$ cat config.mk
export PLATFORM = sky130hd
export DESIGN_NAME = sdram_arbiter_flat
export DESIGN_NICKNAME = d
export VERILOG_FILES = /design/src/rtl/sdram_arbiter_if.sv /design/src/rtl/sdram_arbiter.sv /design/src/flat_wrapper.sv
export SDC_FILE = /design/constraint.sdc
export NUM_CORES = 1
export LEC_CHECK = 0
export ABC_AREA = 1
export CAP_MARGIN = 5
export CORE_ASPECT_RATIO = 1.75
export CORE_UTILIZATION = 30
export DETAILED_ROUTE_END_ITERATION = 6
export HOLD_SLACK_MARGIN = 0.1
export PLACE_DENSITY = 0.74
export SYNTH_ARGS = -nofsm -noshare
export SYNTH_HDL_FRONTEND = slang
export SYNTH_SLANG_ARGS = --single-unit
$ cat constraint.sdc
create_clock -name CLOCK_100 -period 2.2 [get_ports CLOCK_100]
set_clock_uncertainty 0.15 [all_clocks]
set_input_delay 0.33 -clock CLOCK_100 [delete_from_list [all_inputs] [get_ports CLOCK_100]]
set_output_delay 0.33 -clock CLOCK_100 [all_outputs]
set_load 0.1 [all_outputs]
$ cat src/rtl/sdram_arbiter_if.sv
// Requester and controller side bundle for the two-port SDRAM command arbiter.
// slave = arbiter view, master = requesters/controller view.
interface sdram_arbiter_if #(
  parameter int ADDR_W = 24,
  parameter int DATA_W = 16
);
  logic              req0;
  logic              req1;
  logic              we0;
  logic              we1;
  logic [ADDR_W-1:0] addr0;
  logic [ADDR_W-1:0] addr1;
  logic [DATA_W-1:0] wdata0;
  logic [DATA_W-1:0] wdata1;
  logic              ack0;
  logic              ack1;
  logic              rvalid0;
  logic              rvalid1;
  logic [DATA_W-1:0] rdata;
  logic              cmd_valid;
  logic              cmd_ready;
  logic              cmd_we;
  logic [ADDR_W-1:0] cmd_addr;
  logic [DATA_W-1:0] cmd_wdata;
  logic              rd_valid;
  logic [DATA_W-1:0] rd_data;
  logic              err;

  modport slave (
    input  req0, req1, we0, we1,
    input  addr0, addr1, wdata0, wdata1,
    output ack0, ack1, rvalid0, rvalid1, rdata,
    output cmd_valid, cmd_we, cmd_addr, cmd_wdata,
    input  cmd_ready, rd_valid, rd_data,
    output err
  );

  modport master (
    output req0, req1, we0, we1,
    output addr0, addr1, wdata0, wdata1,
    input  ack0, ack1, rvalid0, rvalid1, rdata,
    input  cmd_valid, cmd_we, cmd_addr, cmd_wdata,
    output cmd_ready, rd_valid, rd_data,
    input  err
  );
endinterface

$ cat src/rtl/sdram_arbiter.sv
// Round-robin two-port arbiter in front of the SDRAM controller command port.
// Outstanding reads are tagged with their port so in-order data is steered back.
module sdram_arbiter #(
  parameter int ADDR_W    = 24,
  parameter int DATA_W    = 16,
  parameter int TAG_DEPTH = 4
) (
  input logic CLOCK_100,
  input logic rst,
  sdram_arbiter_if.slave bus
);
  localparam int PW = (TAG_DEPTH > 1) ? $clog2(TAG_DEPTH) : 1;
  localparam logic [PW:0] FULL_CNT = (PW+1)'(TAG_DEPTH);

  typedef enum logic {IDLE, BUSY} state_t;

  state_t            state, state_nxt;
  logic              grant, last_grant, pick;
  logic              elig0, elig1, go, accept;
  logic              push, pop, full, empty, head;
  logic [PW:0]       count;
  logic [PW-1:0]     rd_ptr, wr_ptr;
  logic [TAG_DEPTH-1:0] tags;
  logic              cmd_we, err;
  logic [ADDR_W-1:0] cmd_addr;
  logic [DATA_W-1:0] cmd_wdata;

  assign full  = (count == FULL_CNT);
  assign empty = (count == '0);
  assign elig0 = bus.req0 & (bus.we0 | ~full);
  assign elig1 = bus.req1 & (bus.we1 | ~full);
  assign go     = (state == IDLE) & (elig0 | elig1);
  assign accept = (state == BUSY) & bus.cmd_ready;
  assign push   = accept & ~cmd_we;
  assign pop    = bus.rd_valid & ~empty;
  assign head   = tags[rd_ptr];

  always_comb begin
    pick = 1'b0;
    unique case (1'b1)
      elig0 & elig1:  pick = ~last_grant;
      elig1 & ~elig0: pick = 1'b1;
      default:        pick = 1'b0;
    endcase
  end

  always_comb begin
    state_nxt = state;
    unique case (state)
      IDLE:    if (go) state_nxt = BUSY;
      BUSY:    if (bus.cmd_ready) state_nxt = IDLE;
      default: state_nxt = IDLE;
    endcase
  end

  always_ff @(posedge CLOCK_100 or posedge rst) begin
    if (rst) state <= IDLE;
    else     state <= state_nxt;
  end

  // last_grant resets to 1 so port 0 wins the first tie
  always_ff @(posedge CLOCK_100 or posedge rst) begin
    if (rst) begin
      grant      <= 1'b0;
      last_grant <= 1'b1;
      cmd_we     <= 1'b0;
      cmd_addr   <= '0;
      cmd_wdata  <= '0;
      err        <= 1'b0;
    end else begin
      if (go) begin
        grant     <= pick;
        cmd_we    <= pick ? bus.we1 : bus.we0;
        cmd_addr  <= pick ? bus.addr1 : bus.addr0;
        cmd_wdata <= pick ? bus.wdata1 : bus.wdata0;
      end
      if (accept) last_grant <= grant;
      if (bus.rd_valid & empty) err <= 1'b1;
    end
  end

  always_ff @(posedge CLOCK_100 or posedge rst) begin
    if (rst) begin
      tags   <= '0;
      rd_ptr <= '0;
      wr_ptr <= '0;
      count  <= '0;
    end else begin
      if (push) begin
        tags[wr_ptr] <= grant;
        wr_ptr       <= wr_ptr + PW'(1);
      end
      if (pop) rd_ptr <= rd_ptr + PW'(1);
      unique case ({push, pop})
        2'b10:   count <= count + (PW+1)'(1);
        2'b01:   count <= count - (PW+1)'(1);
        default: count <= count;
      endcase
    end
  end

  assign bus.cmd_valid = (state == BUSY);
  assign bus.cmd_we    = cmd_we;
  assign bus.cmd_addr  = cmd_addr;
  assign bus.cmd_wdata = cmd_wdata;
  assign bus.ack0      = accept & ~grant;
  assign bus.ack1      = accept & grant;
  assign bus.rvalid0   = pop & ~head;
  assign bus.rvalid1   = pop & head;
  assign bus.rdata     = bus.rd_data;
  assign bus.err       = err;
endmodule

$ cat src/flat_wrapper.sv
// flat-port wrapper written by rule: the top's interface ports become plain ports
module sdram_arbiter_flat 
#(
  parameter int ADDR_W    = 24,
  parameter int DATA_W    = 16,
  parameter int TAG_DEPTH = 4
)
  (CLOCK_100, rst, bus_req0, bus_req1, bus_we0, bus_we1, bus_addr0, bus_addr1, bus_wdata0, bus_wdata1, bus_ack0, bus_ack1, bus_rvalid0, bus_rvalid1, bus_rdata, bus_cmd_valid, bus_cmd_we, bus_cmd_addr, bus_cmd_wdata, bus_cmd_ready, bus_rd_valid, bus_rd_data, bus_err);
  sdram_arbiter_if #(.ADDR_W(ADDR_W), .DATA_W(DATA_W)) bus_i ();
  input logic CLOCK_100;
  input logic rst;
  input wire logic [$bits(bus_i.req0)-1:0] bus_req0;
  input wire logic [$bits(bus_i.req1)-1:0] bus_req1;
  input wire logic [$bits(bus_i.we0)-1:0] bus_we0;
  input wire logic [$bits(bus_i.we1)-1:0] bus_we1;
  input wire logic [$bits(bus_i.addr0)-1:0] bus_addr0;
  input wire logic [$bits(bus_i.addr1)-1:0] bus_addr1;
  input wire logic [$bits(bus_i.wdata0)-1:0] bus_wdata0;
  input wire logic [$bits(bus_i.wdata1)-1:0] bus_wdata1;
  output wire logic [$bits(bus_i.ack0)-1:0] bus_ack0;
  output wire logic [$bits(bus_i.ack1)-1:0] bus_ack1;
  output wire logic [$bits(bus_i.rvalid0)-1:0] bus_rvalid0;
  output wire logic [$bits(bus_i.rvalid1)-1:0] bus_rvalid1;
  output wire logic [$bits(bus_i.rdata)-1:0] bus_rdata;
  output wire logic [$bits(bus_i.cmd_valid)-1:0] bus_cmd_valid;
  output wire logic [$bits(bus_i.cmd_we)-1:0] bus_cmd_we;
  output wire logic [$bits(bus_i.cmd_addr)-1:0] bus_cmd_addr;
  output wire logic [$bits(bus_i.cmd_wdata)-1:0] bus_cmd_wdata;
  input wire logic [$bits(bus_i.cmd_ready)-1:0] bus_cmd_ready;
  input wire logic [$bits(bus_i.rd_valid)-1:0] bus_rd_valid;
  input wire logic [$bits(bus_i.rd_data)-1:0] bus_rd_data;
  output wire logic [$bits(bus_i.err)-1:0] bus_err;
  assign bus_i.req0 = bus_req0;
  assign bus_i.req1 = bus_req1;
  assign bus_i.we0 = bus_we0;
  assign bus_i.we1 = bus_we1;
  assign bus_i.addr0 = bus_addr0;
  assign bus_i.addr1 = bus_addr1;
  assign bus_i.wdata0 = bus_wdata0;
  assign bus_i.wdata1 = bus_wdata1;
  assign bus_ack0 = bus_i.ack0;
  assign bus_ack1 = bus_i.ack1;
  assign bus_rvalid0 = bus_i.rvalid0;
  assign bus_rvalid1 = bus_i.rvalid1;
  assign bus_rdata = bus_i.rdata;
  assign bus_cmd_valid = bus_i.cmd_valid;
  assign bus_cmd_we = bus_i.cmd_we;
  assign bus_cmd_addr = bus_i.cmd_addr;
  assign bus_cmd_wdata = bus_i.cmd_wdata;
  assign bus_i.cmd_ready = bus_cmd_ready;
  assign bus_i.rd_valid = bus_rd_valid;
  assign bus_i.rd_data = bus_rd_data;
  assign bus_err = bus_i.err;
  sdram_arbiter #(.ADDR_W(ADDR_W), .DATA_W(DATA_W), .TAG_DEPTH(TAG_DEPTH)) u_core (.CLOCK_100(CLOCK_100), .rst(rst), .bus(bus_i));
endmodule
==> impl_results.md <==
- Status: finished clean
- Post-synthesis register bit count: 56
- CP Launch Point: u_core.count[2]
- Yosys warns: 0
- Worst relative slew slack: between 80% and 90%
- Hold_buf cts: 0
- Sequential-to-total area share from yosys stat: between 40 and 50%
- ANT nets after route: 0
- FF/Latch Area: around 1400 um^2
- Synth Instances: 412
- Drt drc: 0
- TritonCTS Sinks: 56
- Largest fanout on the critical path: 3
- Worst min-delay path class: in -> async
- Worst-skew pair later-pin latency: between 0.2 and 0.3 ns
- Crit path DAT: ~1.6 ns
- Metal-1 WL: approximately 3.4 mm
- Setup crit end kind: output port
- WL per Instance: around 13 um
- R2r startpoint: u_core.count[2]
- Final instance area: 4800 um^2
- Final setup viols: 0
- H-tree depth: 2
- Grt ovf: 0
- Routability cong.: roughly 0.8
- RSZ-0062 raised after global routing: false
- Tcrit/Tclk final: between 90 and 100%
- Detailed Route WL: approximately 9 mm
- Met3 WL: approximately 530 um
- Die Ht: around 140 um
- Highest routed layer: met4
- Syn Nets: between 500 and 600
- Post-CTS Setup Repair Bufs: 0
- Area post-placement: ~4600 um^2
- Worst-Margin Slew: between 0.2 and 0.3 ns
- Initial antenna violation count: 1
- Vias in the first global route: 3056
- I/O pin total: roughly 170
- Largest net degree at the start of global routing: 57
- Post_cts resized: 0
- Fin. Hold Viols: 0
- Crit path time final: just over 2 ns
- First-pass GRT wire length: 14.1 mm
- Crit path kind: reg -> out
- Drt pass-1 iters: 4
- Area growth from synthesis to layout: 45.0%
- Fin. max-slew vios: 0
- Max-cap violations: 0
- Proportion of layout cells with a drive suffix above 1: about a fifth
- Initial Util: ~31%
- CP startpoint kind: flop
- Fin Setup TNS: 0 ns
- Crit path required time: 1.72 ns
- Core Area: 10700 um^2
- Synth cell types: 28
- CTS Buffer Depth: 2
- Filler Cells Inserted: 1062
- Total CTS buffers: 5
- CTS clock-pin slew for the worst setup and hold paths: approximately 0.070 ns
- Mean Syn Cell Area: about 8.0 um^2
- Max Fclk: a little under 500 MHz
- DR WL met2: between 4 and 5 mm
- CTS tree: built
- Vias: between 3000 and 4000
- Area of the multi-input gates: between 1000 and 1500 um^2
- CTS root buf: clkbuf_16
- Detailed placement HPWL: around 6.7 mm
- Die width: 81.4 um
- Syn Std Cell Area: roughly 3300 um^2
- Vias/cell: approximately 4.6
- Die area: approximately 11000 um^2
- Buffers on Ports: approximately 130
- Drt initial violations: 83
- Fin nets: between 600 and 700
- GRT Util Overall: between 15 and 20%
- Rows: 50
-- area by class of cell --
class / count / share of cell area [%]
multi-input cells: 265 / 30.0
diodes: 1 / 0.0521
clock buffers: 6 / 2.89
flip-flops and latches: 56 / 29.3
well taps: 130 / 3.39
inverters: 55 / 4.30
repair buffers: 151 / 30.0
clock inverters: 2 / 0.208
-- critical path, cell delays in order, from the launching register on --
cell and delay, ns:
dfrtp_1 0.45, inv_1 0.13, nand2_1 0.07, nand2_1 0.08
inv_1 0.06, buf_4 0.13, and2_1 0.18, buf_12 0.17
-- state kept, by name, indices dropped and copies added (netlist names) --
signal / flops
u_core.bus.cmd_addr: 24
u_core.bus.cmd_valid: 1
u_core.bus.cmd_wdata: 16
u_core.bus.cmd_we: 1
u_core.bus.err: 1
u_core.count: 3
u_core.grant: 1
u_core.last_grant: 1
u_core.rd_ptr: 2
u_core.tags: 4
u_core.wr_ptr: 2
-- metal layers --
metal  up-vias  track usage (%)
met3        36             3.24
met5         -                0
met1      1418             17.7
met2       105             27.1
li1       1500                -
met4         0             8.83
-- per-stage QoR --
step,hold slack (ns),utilization (%),worst slack (ns),std cells
6_report,0.272,44.9,0.157,666
5_1_grt,0.299,44.9,0.0391,665
4_1_cts,0.290,44.8,0.0786,664
3_5_place_dp,0.316,43.4,-0.0175,656
3_3_place_gp,0.311,43.4,0.0150,656
2_1_floorplan,0.287,-,0.00191,412
-- logic make-up after synthesis --
| logic type | count (synthesis) | synth area share, % |
|---|---|---|
| AND/OR/NAND/NOR | 240 | 36.6 |
| buffers and inverters | 91 | 14.7 |
| flip-flops | 56 | 42.3 |
| AO/OA/AOI/OAI | 15 | 2.83 |
| adder cells (fa/ha/maj) | 6 | 2.49 |
| XOR/XNOR | 4 | 1.06 |
-- Yosys cell counts, drive strengths merged --
| cell | instances | area (um^2) |
|---|---|---|
| a32oi | 1 | 8.76 |
| ha | 5 | 62.6 |
| nand2 | 146 | 568 |
| nand3 | 45 | 298 |
| o21ai | 10 | 50.0 |
| inv | 55 | 206 |
| nand3b | 40 | 300 |
| xnor2 | 1 | 8.76 |
| and2 | 1 | 6.26 |
| fa | 1 | 20.0 |
| a31o | 1 | 8.76 |
| dfrtp | 55 | 1380 |
| a21oi | 3 | 26.3 |
| buf | 36 | 280 |
| xor2 | 3 | 26.3 |
| dfstp | 1 | 26.3 |
| nor2 | 8 | 40.0 |
-- layout by cell type, fill, tap and decap left out, types with 5 or more instances in the layout --
master and instances:
dfrtp_1 53, nand3_1 32, nand3b_1 40, ha_1 5, nand3_2 12, buf_12 7
clkbuf_16 5, inv_1 53, clkdlybuf4s50_1 87, o21ai_0 9, buf_4 57, nand2_1 141
-- path summary, 6_finish.rpt --
path | to | slack [ns] | cells past startpoint
min in group CLOCK_100 | u_core.bus.cmd_addr[14] | 0.33 | 2
max in group asynchronous | u_core.last_grant | 1.35 | 3
min reg2reg | u_core.bus.cmd_addr[14] | 0.33 | 2
min | u_core.bus.cmd_addr[21] | 0.27 | 3
max reg2reg | u_core.count[2] | 0.18 | 10
max | bus_rvalid1 | 0.16 | 7
Power is left out: the tool's default activity adds up to more than one toggle a clock period on the data nets, which glitch-free logic cannot reach.
